## config.mk

```make
export PLATFORM = sky130hd
export DESIGN_NAME = spi_final
export DESIGN_NICKNAME = d
export VERILOG_FILES = /design/src/rtl/spi_final.sv
export SDC_FILE = /design/constraint.sdc
export NUM_CORES = 1
export LEC_CHECK = 0
export CELL_PAD_IN_SITES_DETAIL_PLACEMENT = 0
export CELL_PAD_IN_SITES_GLOBAL_PLACEMENT = 1
export CORE_MARGIN = 4
export CORE_UTILIZATION = 40
export CTS_CLUSTER_DIAMETER = 120
export DETAILED_ROUTE_END_ITERATION = 7
export GPL_ROUTABILITY_DRIVEN = 0
export PLACE_DENSITY = 0.86
export SYNTH_ARGS = -nofsm -noshare
export SYNTH_HDL_FRONTEND = slang
export SYNTH_SLANG_ARGS = --single-unit
```

## constraint.sdc

```tcl
create_clock -name m_clk -period 3.2 [get_ports m_clk]
set_input_delay 0.32 -clock m_clk [delete_from_list [all_inputs] [get_ports m_clk]]
set_output_delay 0.32 -clock m_clk [all_outputs]
set_load 0.01 [all_outputs]
```

## src/rtl/spi_final.sv

```systemverilog
// spi_final: byte-wide, write-only SPI master transmitter (mode 0, MSB first).
// A 0->1 transition on data_av while idle launches one frame of data_in onto
// spi_mosi_out. The generated serial clock idles low and chip select is active
// low. Every output comes straight from a flop, so there are no combinational
// paths from inputs to outputs.
//
// Request semantics: data_av is a fire-and-forget strobe with no ready or
// acknowledge. Only its rising edge counts, and only while the FSM is in IDLE.
// An edge seen while a frame is in flight is consumed and dropped, not queued.
// busy is high from the cycle after launch until the FSM returns to IDLE.
// data_in is sampled only on the launching clock edge.
module spi_final #(
  parameter int DATA_W   = 8,
  parameter int HALF_DIV = 1
) (
  output logic              spi_mosi_out,
  input  logic              m_clk,
  input  logic              n_reset,
  input  logic [DATA_W-1:0] data_in,
  input  logic              data_av,
  output logic              spi_sclk_out,
  output logic              spi_cs_n_out,
  output logic              busy
);

  // One bit time is a low half and a high half of the serial clock.
  localparam int BIT_CYC = 2 * HALF_DIV;
  localparam int DIV_W   = (BIT_CYC > 1) ? $clog2(BIT_CYC) : 1;
  localparam int CNT_W   = (DATA_W > 1) ? $clog2(DATA_W) : 1;

  localparam logic [DIV_W-1:0] DIV_LAST = DIV_W'(BIT_CYC - 1);
  localparam logic [DIV_W-1:0] DIV_HALF = DIV_W'(HALF_DIV);
  localparam logic [DIV_W-1:0] DIV_ONE  = DIV_W'(1);
  localparam logic [CNT_W-1:0] CNT_TOP  = CNT_W'(DATA_W - 1);
  localparam logic [CNT_W-1:0] CNT_ONE  = CNT_W'(1);

  // Frame sequencer. The current state is visible to checkers as 'state'.
  typedef enum logic [1:0] {
    IDLE  = 2'd0,
    SHIFT = 2'd1,
    DONE  = 2'd2
  } state_t;

  state_t            state;
  logic [DATA_W-1:0] shift_reg;
  logic [CNT_W-1:0]  bit_cnt;
  logic [DIV_W-1:0]  div;
  logic              data_av_q;

  logic              av_s;
  logic              launch;
  logic [DIV_W-1:0]  div_next;

  // An unknown strobe must never start a frame, so anything but a clean 1 is 0.
  assign av_s     = (data_av === 1'b1);
  assign launch   = av_s & ~data_av_q & (state == IDLE);
  assign div_next = div + DIV_ONE;

  // Edge detector, frame sequencer and registered SPI outputs.
  // The output flops are loaded with the value the lines must show in the
  // cycle after each edge, so cs_n and the first MOSI bit appear one cycle
  // after the edge that detects the data_av rise.
  always_ff @(posedge m_clk or negedge n_reset) begin
    if (!n_reset) begin
      state        <= IDLE;
      shift_reg    <= '0;
      bit_cnt      <= '0;
      div          <= '0;
      data_av_q    <= 1'b0;
      spi_mosi_out <= 1'b0;
      spi_sclk_out <= 1'b0;
      spi_cs_n_out <= 1'b1;
      busy         <= 1'b0;
    end else begin
      // Tracks in every state so an edge arriving while busy is consumed.
      data_av_q <= av_s;

      case (state)
        IDLE: begin
          if (launch) begin
            state        <= SHIFT;
            shift_reg    <= data_in;
            bit_cnt      <= CNT_TOP;
            div          <= '0;
            spi_mosi_out <= data_in[DATA_W-1];
            spi_sclk_out <= 1'b0;
            spi_cs_n_out <= 1'b0;
            busy         <= 1'b1;
          end
        end

        SHIFT: begin
          if (div == DIV_LAST) begin
            // End of a bit time: sclk falls, and MOSI only moves here.
            spi_sclk_out <= 1'b0;
            div          <= '0;
            if (bit_cnt == '0) begin
              state        <= DONE;
              spi_cs_n_out <= 1'b1;
              spi_mosi_out <= 1'b0;
            end else begin
              shift_reg    <= shift_reg << 1;
              bit_cnt      <= bit_cnt - CNT_ONE;
              spi_mosi_out <= shift_reg[DATA_W-2];
            end
          end else begin
            // Inside a bit time: sclk is high for the second half.
            div          <= div_next;
            spi_sclk_out <= (div_next >= DIV_HALF);
          end
        end

        DONE: begin
          // One cycle of cs_n high with busy still set, so frames never abut.
          state <= IDLE;
          busy  <= 1'b0;
        end

        default: begin
          state        <= IDLE;
          spi_mosi_out <= 1'b0;
          spi_sclk_out <= 1'b0;
          spi_cs_n_out <= 1'b1;
          busy         <= 1'b0;
        end
      endcase
    end
  end

endmodule

```

==> qor.yml, run 1 <==
postRouteWirelength_um: 1510
cp_max_fo: 11
synth_adder_area_share_pct: 2.79
track_usage_pct: 11.0
tns_ns: 0
syn_inst: 69
hpwl_um: 1120
dr.pass1.iters: 3
synth_xor_xnor_area_share_pct: 0
synth_flop_cell: "dfrtp_1"
finalHoldViolations: 0
synth.avg_cell_area_sq_um: 13.0
ys_ff_latch: 18
clockBufferDepth: 2
synth_compound_area_share_pct: 7.11
cts_resized: 0
grt_pass1_vias: 621
dieArea_sq_mm: 0.00306
largest_register_ffs: 7
clk_pin_slew_worst_paths_ns: 0.10
p_total_w: 0.000925
dp_cells: 108
core_sq_mm: 0.00204
root_buffer: "clkbuf_4"
powerDensity_mw_per_mm2: 853
fin_ws_ns: 1.14
antenna_cells: 0
avgRoutedWirePerCell_um: 13.4
post-route-period-util_pct: 64.5
drt_iter0_drc: 7
drc: 0
numClockSinks: 18
synth_nets: 82
die_h_um: 55.4
synth_top_family_by_area: "multiplexers"
synth_seq_area_share_pct: 50.3
nNetsFinal: 99
initial_core_util_pct: 43.9
antenna_found_initial: 0
final_common_cell: "dfrtp_1"
io_buffers: 14
cap_violations: 0
synth_simple_gate_area_share_pct: 10.7
finalSetupViolCount: 0
drive_gt1_share_pct: 28.2
layout_common_cells: "dfrtp_1, clkdlybuf4s50_1, mux2_4"
rows: 16
path_class: "reg -> reg"
worst_slew_pin_slew_ns: 1.00
required_ns: 3.38
p_leak_nw: 0.509
clock_latency_ns: 0.28
cp-start-kind: "register"
die_w_um: 55.4
cp.arrival_ns: 2.24
place_ws_ns: 1.15
cts_made_buffers: 3
rsz0062_at_grt: "false"
end_kind: "register"
cts_tree: "done"
max_slew_margin_pct: 32.9
synth_area_sq_um: 897
synth_warnings: 0
hold_buffers: 0
cts_setup_buffers: 0
synth-edff-count: 0
gr-total-overflow: 0
grt_max_degree: 19
hold_class: "in -> async"
layout_min_cycle_time_ns: 2.06
synth_cell_type_count: 26
synthArstFlopShare_pct: 100
num_vias: 550
muxShareOfSynthArea_pct: 24.4
slew_viol_final: 0
max-vdd-ir-drop_v: 0.000489
fin_cells: 112
grt_pass1_wl_um: 2810
viasPerCell: 4.91
max_freq_mhz: 485
syn2layout_area_growth_pct: 20.9
status: "completed"
io_pins: 15
postLayoutCoreUtil_pct: 53.1
clock_skew_ns: 0.00119
htreeDepth: 1
postRouteAntennaNets: 0
[critical path, cell delays in order, from the launching register on]
cell	delay [ns]
dfrtp_1	0.37
inv_1	0.08
ha_1	0.16
ha_1	0.20
and4bb_1	0.25
a21oi_2	0.49
mux2_2	0.40
[metrics by stage]
step	hold slack, ns	instance area [sq um]
final	0.483	1080
after global placement	0.478	1050
after detailed placement	0.490	1050
after global routing	0.522	1080
after floorplan	0.0244	897
after CTS	0.506	1080
[report_power, final]
part / internal (W) / switching [W] / leakage [nW]
clock network: 0.0000692 / 0.0000692 / 0.0210
registers: 0.000316 / 0.0000628 / 0.208
logic: 0.000247 / 0.000161 / 0.280
total: 0.000633 / 0.000293 / 0.509
[path summary, 6_finish.rpt]
path / start / endpoint / slack (ns) / cells past startpoint
max in group asynchronous: n_reset / shift_reg[2]$_DFFE_PN0P_ / 2.23 / 1
min: n_reset / data_av_q$_DFF_PN0_ / 0.48 / 1
max: bit_cnt[0]$_DFFE_PN0P_ / shift_reg[2]$_DFFE_PN0P_ / 1.14 / 6
min in group m_clk: data_av / data_av_q$_DFF_PN0_ / 0.52 / 1
max reg2reg: bit_cnt[0]$_DFFE_PN0P_ / shift_reg[2]$_DFFE_PN0P_ / 1.14 / 6
min reg2reg: spi_sclk_out$_DFFE_PN0P_ / spi_sclk_out$_DFFE_PN0P_ / 0.52 / 1
[cell type report]
class                           count  area (sq um)
Multi-Input combinational cell     44           404
Tap cell                           27          33.8
Timing Repair Buffer               14           140
Inverter                            5          18.8
Fill cell                         193           957
Sequential cell                    18           452
Clock buffer                        4          36.3
[logic make-up (layout without fill, tap and decap cells)]
logic type      after synthesis  after routing
simple gates                 16             16
mux                          17             17
compound gates                9              9
flops                        18             18
buf+inv                       7             23
fa+ha+maj                     2              2
[cell usage after synthesis (2+ instances only)]
library cell | count | area [sq um]
mux2i_1 | 2 | 20.0
nand2_1 | 3 | 11.3
mux2_4 | 8 | 120
inv_1 | 5 | 18.8
dfrtp_1 | 17 | 425
mux2_2 | 7 | 78.8
buf_6 | 2 | 22.5
a21oi_1 | 3 | 15.0
nor2_1 | 4 | 15.0
ha_1 | 2 | 25.0
[layer usage]
metal	track usage [%]	routed length, um	up-vias
met5	0	0	-
met3	2.33	41	2
met2	17.6	723	5
met1	14.9	727	274
met4	3.13	14	0
li1	-	-	269
No activity file was read; power rests on OpenSTA's default activity.
==> run 2, diff against run 1 <==
==> constraint.sdc (replaced) <==
create_clock -name m_clk -period 1.9 [get_ports m_clk]
set_input_delay 0.19 -clock m_clk [delete_from_list [all_inputs] [get_ports m_clk]]
set_output_delay 0.19 -clock m_clk [all_outputs]
set_load 0.01 [all_outputs]
==> run 2 against run 1 <==
  * Combinational power is 84% higher
  * Clock skew increased by 0.0048 ns
  * Sequential power rose by 68%
  * Highest routed layer unchanged
  * Largest cell class unchanged
  * Critical path type unchanged
  * Sequential share of layout area shrank 1.1 points
  * Setup slack worse by 1.0 ns
==> qor.yml, run 2 (synthesis gave the netlist of run 1 again) <==
cap_violations: 0
grt_pass1_vias: 610
die_h_um: 55.4
final-seq-area_sq_um: 452
grt_pass1_wl_um: 2640
largest_register_ffs: 7
die_w_um: 55.4
postRouteAntennaNets: 0
io_buffers: 14
power.internal_w: 0.00108
cp.arrival_ns: 1.96
dr.pass1.iters: 2
io_pins: 15
cts_tree: "done"
drc: 0
post-route-period-util_pct: 93.6
num_vias: 576
max_slew_margin_pct: 82.2
avgRoutedWirePerCell_um: 12.6
htreeDepth: 1
hold_class: "in -> async"
layout_min_cycle_time_ns: 1.78
cp_max_fo: 6
cp-start-kind: "register"
finalSetupViolCount: 0
cts_made_buffers: 3
numClockSinks: 18
powerDensity_mw_per_mm2: 1420
viasPerCell: 4.92
multi_input_area_sq_um: 407
gr-total-overflow: 0
drive_gt1_share_pct: 32.2
core_sq_mm: 0.00204
antenna_found_initial: 0
dp_cells: 113
grt_max_degree: 19
root_buffer: "clkbuf_4"
pwr-share-seq_pct: 40.3
postRouteWirelength_um: 1480
rows: 16
nFillCells: 189
pwr-share-comb_pct: 47.3
clockBufferDepth: 2
antenna_cells: 0
hpwl_um: 1120
worst_slew_pin_slew_ns: 0.267
p_clk_share_pct: 12.3
fin_cells: 117
layout_common_cells: "dfrtp_1, clkdlybuf4s50_1, mux2_4"
clock_skew_ns: 0.00598
rsz0062_at_grt: "true"
p_leak_nw: 0.524
clock_latency_ns: 0.29
max-vdd-ir-drop_v: 0.000676
placed_area_sq_mm: 0.00109
finalHoldViolations: 0
design_area_sq_mm: 0.00111
drt_iter0_drc: 2
p_sw_share_pct: 31.4
syn2layout_area_growth_pct: 24.3
power.switching_w: 0.000497
final_common_cell: "dfrtp_1"
clk_pin_slew_worst_paths_ns: 0.10
max_freq_mhz: 562
initial_core_util_pct: 43.9
slew_viol_final: 0
dieArea_sq_mm: 0.00306
track_usage_pct: 10.6
required_ns: 2.09
path_class: "reg -> reg"
end_kind: "register"
status: "completed"
nNetsFinal: 104
==> run 2: power by group through the flow <==
stage,combinational [W],sequential [W],clock (W)
after floorplan,0.000574,0.000626,0
after global placement,0.000738,0.000639,0
after detailed placement,0.000757,0.000644,0
after CTS,0.000762,0.000640,0.000207
after global routing,0.000822,0.000659,0.000217
final,0.000749,0.000638,0.000195
==> run 2: timing repair <==
action | CTS | global route
hold buffers | 0 | 0
setup buffers | 0 | 0
gates resized for setup | 0 | 1
setup endpoints to repair | 0 | 4
==> run 2: final timing paths <==
| kind | startpoint | to | slack (ns) | depth (start not counted) |
|---|---|---|---|---|
| worst min register to register | spi_sclk_out$_DFFE_PN0P_ | spi_sclk_out$_DFFE_PN0P_ | 0.50 | 1 |
| worst max-delay path | bit_cnt[0]$_DFFE_PN0P_ | shift_reg[5]$_DFFE_PN0P_ | 0.12 | 7 |
| worst min-delay path | n_reset | shift_reg[0]$_DFFE_PN0P_ | 0.22 | 2 |
| worst max register to register | bit_cnt[0]$_DFFE_PN0P_ | shift_reg[5]$_DFFE_PN0P_ | 0.12 | 7 |
| min in group m_clk | data_av | data_av_q$_DFF_PN0_ | 0.38 | 1 |
| max in group asynchronous | n_reset | spi_cs_n_out$_DFFE_PN1P_ | 1.42 | 2 |
==> run 2: per-layer routing <==
metal,vias to the layer above,global-route usage [%],share of wire (%)
met2,7,16.7,49
met1,283,14.1,47
met3,2,2.10,2.6
li1,284,-,-
met4,0,4.17,1.6
met5,-,0,0
==> run 2: cell type report <==
class	instances	share of cell area, %
Inverter	5	1.68
Timing Repair Buffer	19	15.9
Clock buffer	4	2.36
Sequential cell	18	40.5
Tap cell	27	3.03
Multi-Input combinational cell	44	36.5
==> run 2: through the flow <==
stage               util [%]  worst slack (ns)  total power, W  hold slack [ns]  TNS [ns]
floorplan                  -             0.212         0.00120           -0.106         0
global placement        53.2             0.169         0.00138            0.476         0
detailed placement      53.2             0.118         0.00140            0.479         0
CTS                     54.5            0.0998         0.00161            0.219         0
global route            54.6          -0.00683         0.00170            0.251  -0.00683
finish                  54.6             0.122         0.00158            0.217         0
==> run 2: critical path, stage by stage, from the launching register on <==
cell and delay, ns:
dfrtp_1 0.37, inv_1 0.09, ha_1 0.16, ha_2 0.19, and4bb_1 0.24, a21oi_2 0.12
buf_4 0.17, mux2_2 0.33
==> run 3, diff against run 2 <==
--- a/config.mk
+++ b/config.mk
@@ -8,11 +8,11 @@
 export CELL_PAD_IN_SITES_DETAIL_PLACEMENT = 0
 export CELL_PAD_IN_SITES_GLOBAL_PLACEMENT = 1
 export CORE_MARGIN = 4
-export CORE_UTILIZATION = 40
+export CORE_UTILIZATION = 37
 export CTS_CLUSTER_DIAMETER = 120
 export DETAILED_ROUTE_END_ITERATION = 7
 export GPL_ROUTABILITY_DRIVEN = 0
-export PLACE_DENSITY = 0.86
+export PLACE_DENSITY = 0.84
 export SYNTH_ARGS = -nofsm -noshare
 export SYNTH_HDL_FRONTEND = slang
 export SYNTH_SLANG_ARGS = --single-unit
==> constraint.sdc (replaced) <==
create_clock -name m_clk -period 1.4 [get_ports m_clk]
set_input_delay 0.14 -clock m_clk [delete_from_list [all_inputs] [get_ports m_clk]]
set_output_delay 0.14 -clock m_clk [all_outputs]
set_load 0.01 [all_outputs]
==> run 3 against run 2 <==
  * The flow now finishes with violations (setup timing)
  * Die area up 6.9%
  * Global-route usage increased by 0.52 points
  * Routed wire length rose by 6.1%
  * Critical path depth did not move
  * Sequential power is 31% higher
  * Largest power group unchanged
==> qor.yml, run 3 (synthesis gave the netlist of run 1 again) <==
initial_core_util_pct: 39.8
fin_cells: 129
dp_cells: 125
rsz0062_at_grt: "true"
hpwl_um: 1220
p_leak_nw: 0.610
p_total_w: 0.00244
violations: "setup timing"
cap_violations: 0
power.internal_w: 0.00170
grt_max_degree: 19
syn2layout_area_growth_pct: 39.3
clockBufferDepth: 2
layout_min_cycle_time_ns: 1.65
rows: 17
end_kind: "register"
p_clk_share_pct: 10.7
fin_ws_ns: -0.248
drc: 0
hold_ws_ns: 0.177
clock_skew_ns: 0.00902
postRouteWirelength_um: 1570
clock_latency_ns: 0.28
final-seq-area_sq_um: 452
nNetsFinal: 115
finalSetupViolCount: 12
power.switching_w: 0.000743
worst_slew_pin_slew_ns: 0.284
dr.pass1.iters: 4
cp_slowest_cell: "dfrtp_1"
grt_pass1_vias: 632
track_usage_pct: 11.1
hold_class: "in -> async"
antenna_found_initial: 0
drive_gt1_share_pct: 42.6
required_ns: 1.58
status: "complete, but fails checks"
crit_chain: "inv_2, ha_4, ha_4, and4bb_1, a21oi_2, buf_6, mux2_4"
die_h_um: 57.2
multi_input_area_sq_um: 452
dieArea_sq_mm: 0.00328
core_sq_mm: 0.00225
htreeDepth: 1
avgRoutedWirePerCell_um: 12.1
cts_made_buffers: 3
drt_iter0_drc: 5
max_slew_margin_pct: 81.0
max_freq_mhz: 607
cts_tree: "done"
powerDensity_mw_per_mm2: 1950
hold_buffers: 0
grt_pass1_wl_um: 2840
critPathLaunch: "bit_cnt[1]$_DFFE_PN0P_"
num_vias: 619
cp_num_buf_inv: 2
io_pins: 15
largest_register_ffs: 7
cp_max_fo: 7
pwr-share-seq_pct: 34.2
postRouteAntennaNets: 0
finalHoldViolations: 0
p_sw_share_pct: 30.4
antenna_cells: 0
clk_pin_slew_worst_paths_ns: 0.11
gr-total-overflow: 0
max-vdd-ir-drop_v: 0.00109
pwr-share-comb_pct: 55.2
layout_common_cells: "dfrtp_1, mux2_4, buf_4"
tns_ns: -2.21
io_buffers: 14
viasPerCell: 4.80
die_w_um: 57.2
crit_path_max_incr_delay_ns: 0.41
root_buffer: "clkbuf_4"
numClockSinks: 18
post-route-period-util_pct: 118
crit_top_cell: "ha_4"
nFillCells: 217
slew_viol_final: 0
final_common_cell: "dfrtp_1"
r2r_start: "bit_cnt[1]$_DFFE_PN0P_"
path_class: "reg -> reg"
cp-start-kind: "register"
path_delay_family: "flip-flops"
cp.arrival_ns: 1.83
run 3: changes by cell type in the layout (fill, tap and decap cells not counted), sizes merged:
| cell | previous run | this run |
|---|---|---|
| buf | 5 | 16 |
| clkdlybuf4s50 | 14 | 13 |
| dlygate4sd2 | 0 | 1 |
run 3: worst paths after layout:
check / endpoint / slack [ns] / cells past startpoint
max reg2reg: shift_reg[2]$_DFFE_PN0P_ / -0.25 / 7
min: shift_reg[5]$_DFFE_PN0P_ / 0.18 / 2
min reg2reg: spi_sclk_out$_DFFE_PN0P_ / 0.50 / 1
max in group asynchronous: spi_cs_n_out$_DFFE_PN1P_ / 0.95 / 2
min in group m_clk: shift_reg[0]$_DFFE_PN0P_ / 0.41 / 3
max: shift_reg[2]$_DFFE_PN0P_ / -0.25 / 7
run 3: through the flow:
step / setup slack (ns) / utilization, % / instance area, sq um
after global routing: -0.327 / 55.4 / 1250
after CTS: -0.257 / 55.4 / 1250
after global placement: -0.222 / 53.8 / 1210
final: -0.248 / 55.4 / 1250
after detailed placement: -0.247 / 53.8 / 1210
after floorplan: -0.204 / - / 941
run 3: timing repair:
item,CTS,global route
buffers inserted,1,1
pin swaps,2,2
setup endpoints to repair,13,12
gates resized for setup,4,0
run 3: metal layers:
metal	track usage, %	vias up	share of wire, %	wire length (um)
met3	2.04	2	3.3	52
met2	17.9	11	48	745
met4	3.97	0	1.5	23
li1	-	304	-	-
met1	14.8	302	48	744
met5	0	-	0	0
run 3: area by class of cell:
class                      count  share of cell area [%]
inverter                       5                    1.50
sequential                    18                    36.1
clock buffer                   4                    2.10
timing repair buffer          30                    21.3
tap                           28                    2.80
multi-input combinational     44                    36.1
run 3: power groups by stage:
stage / clock network (W) / registers (W) / logic (W)
final: 0.000260 / 0.000835 / 0.00135
after global routing: 0.000298 / 0.000863 / 0.00149
after CTS: 0.000279 / 0.000835 / 0.00137
after detailed placement: 0 / 0.000846 / 0.00132
after global placement: 0 / 0.000837 / 0.00130
after floorplan: 0 / 0.000859 / 0.000896
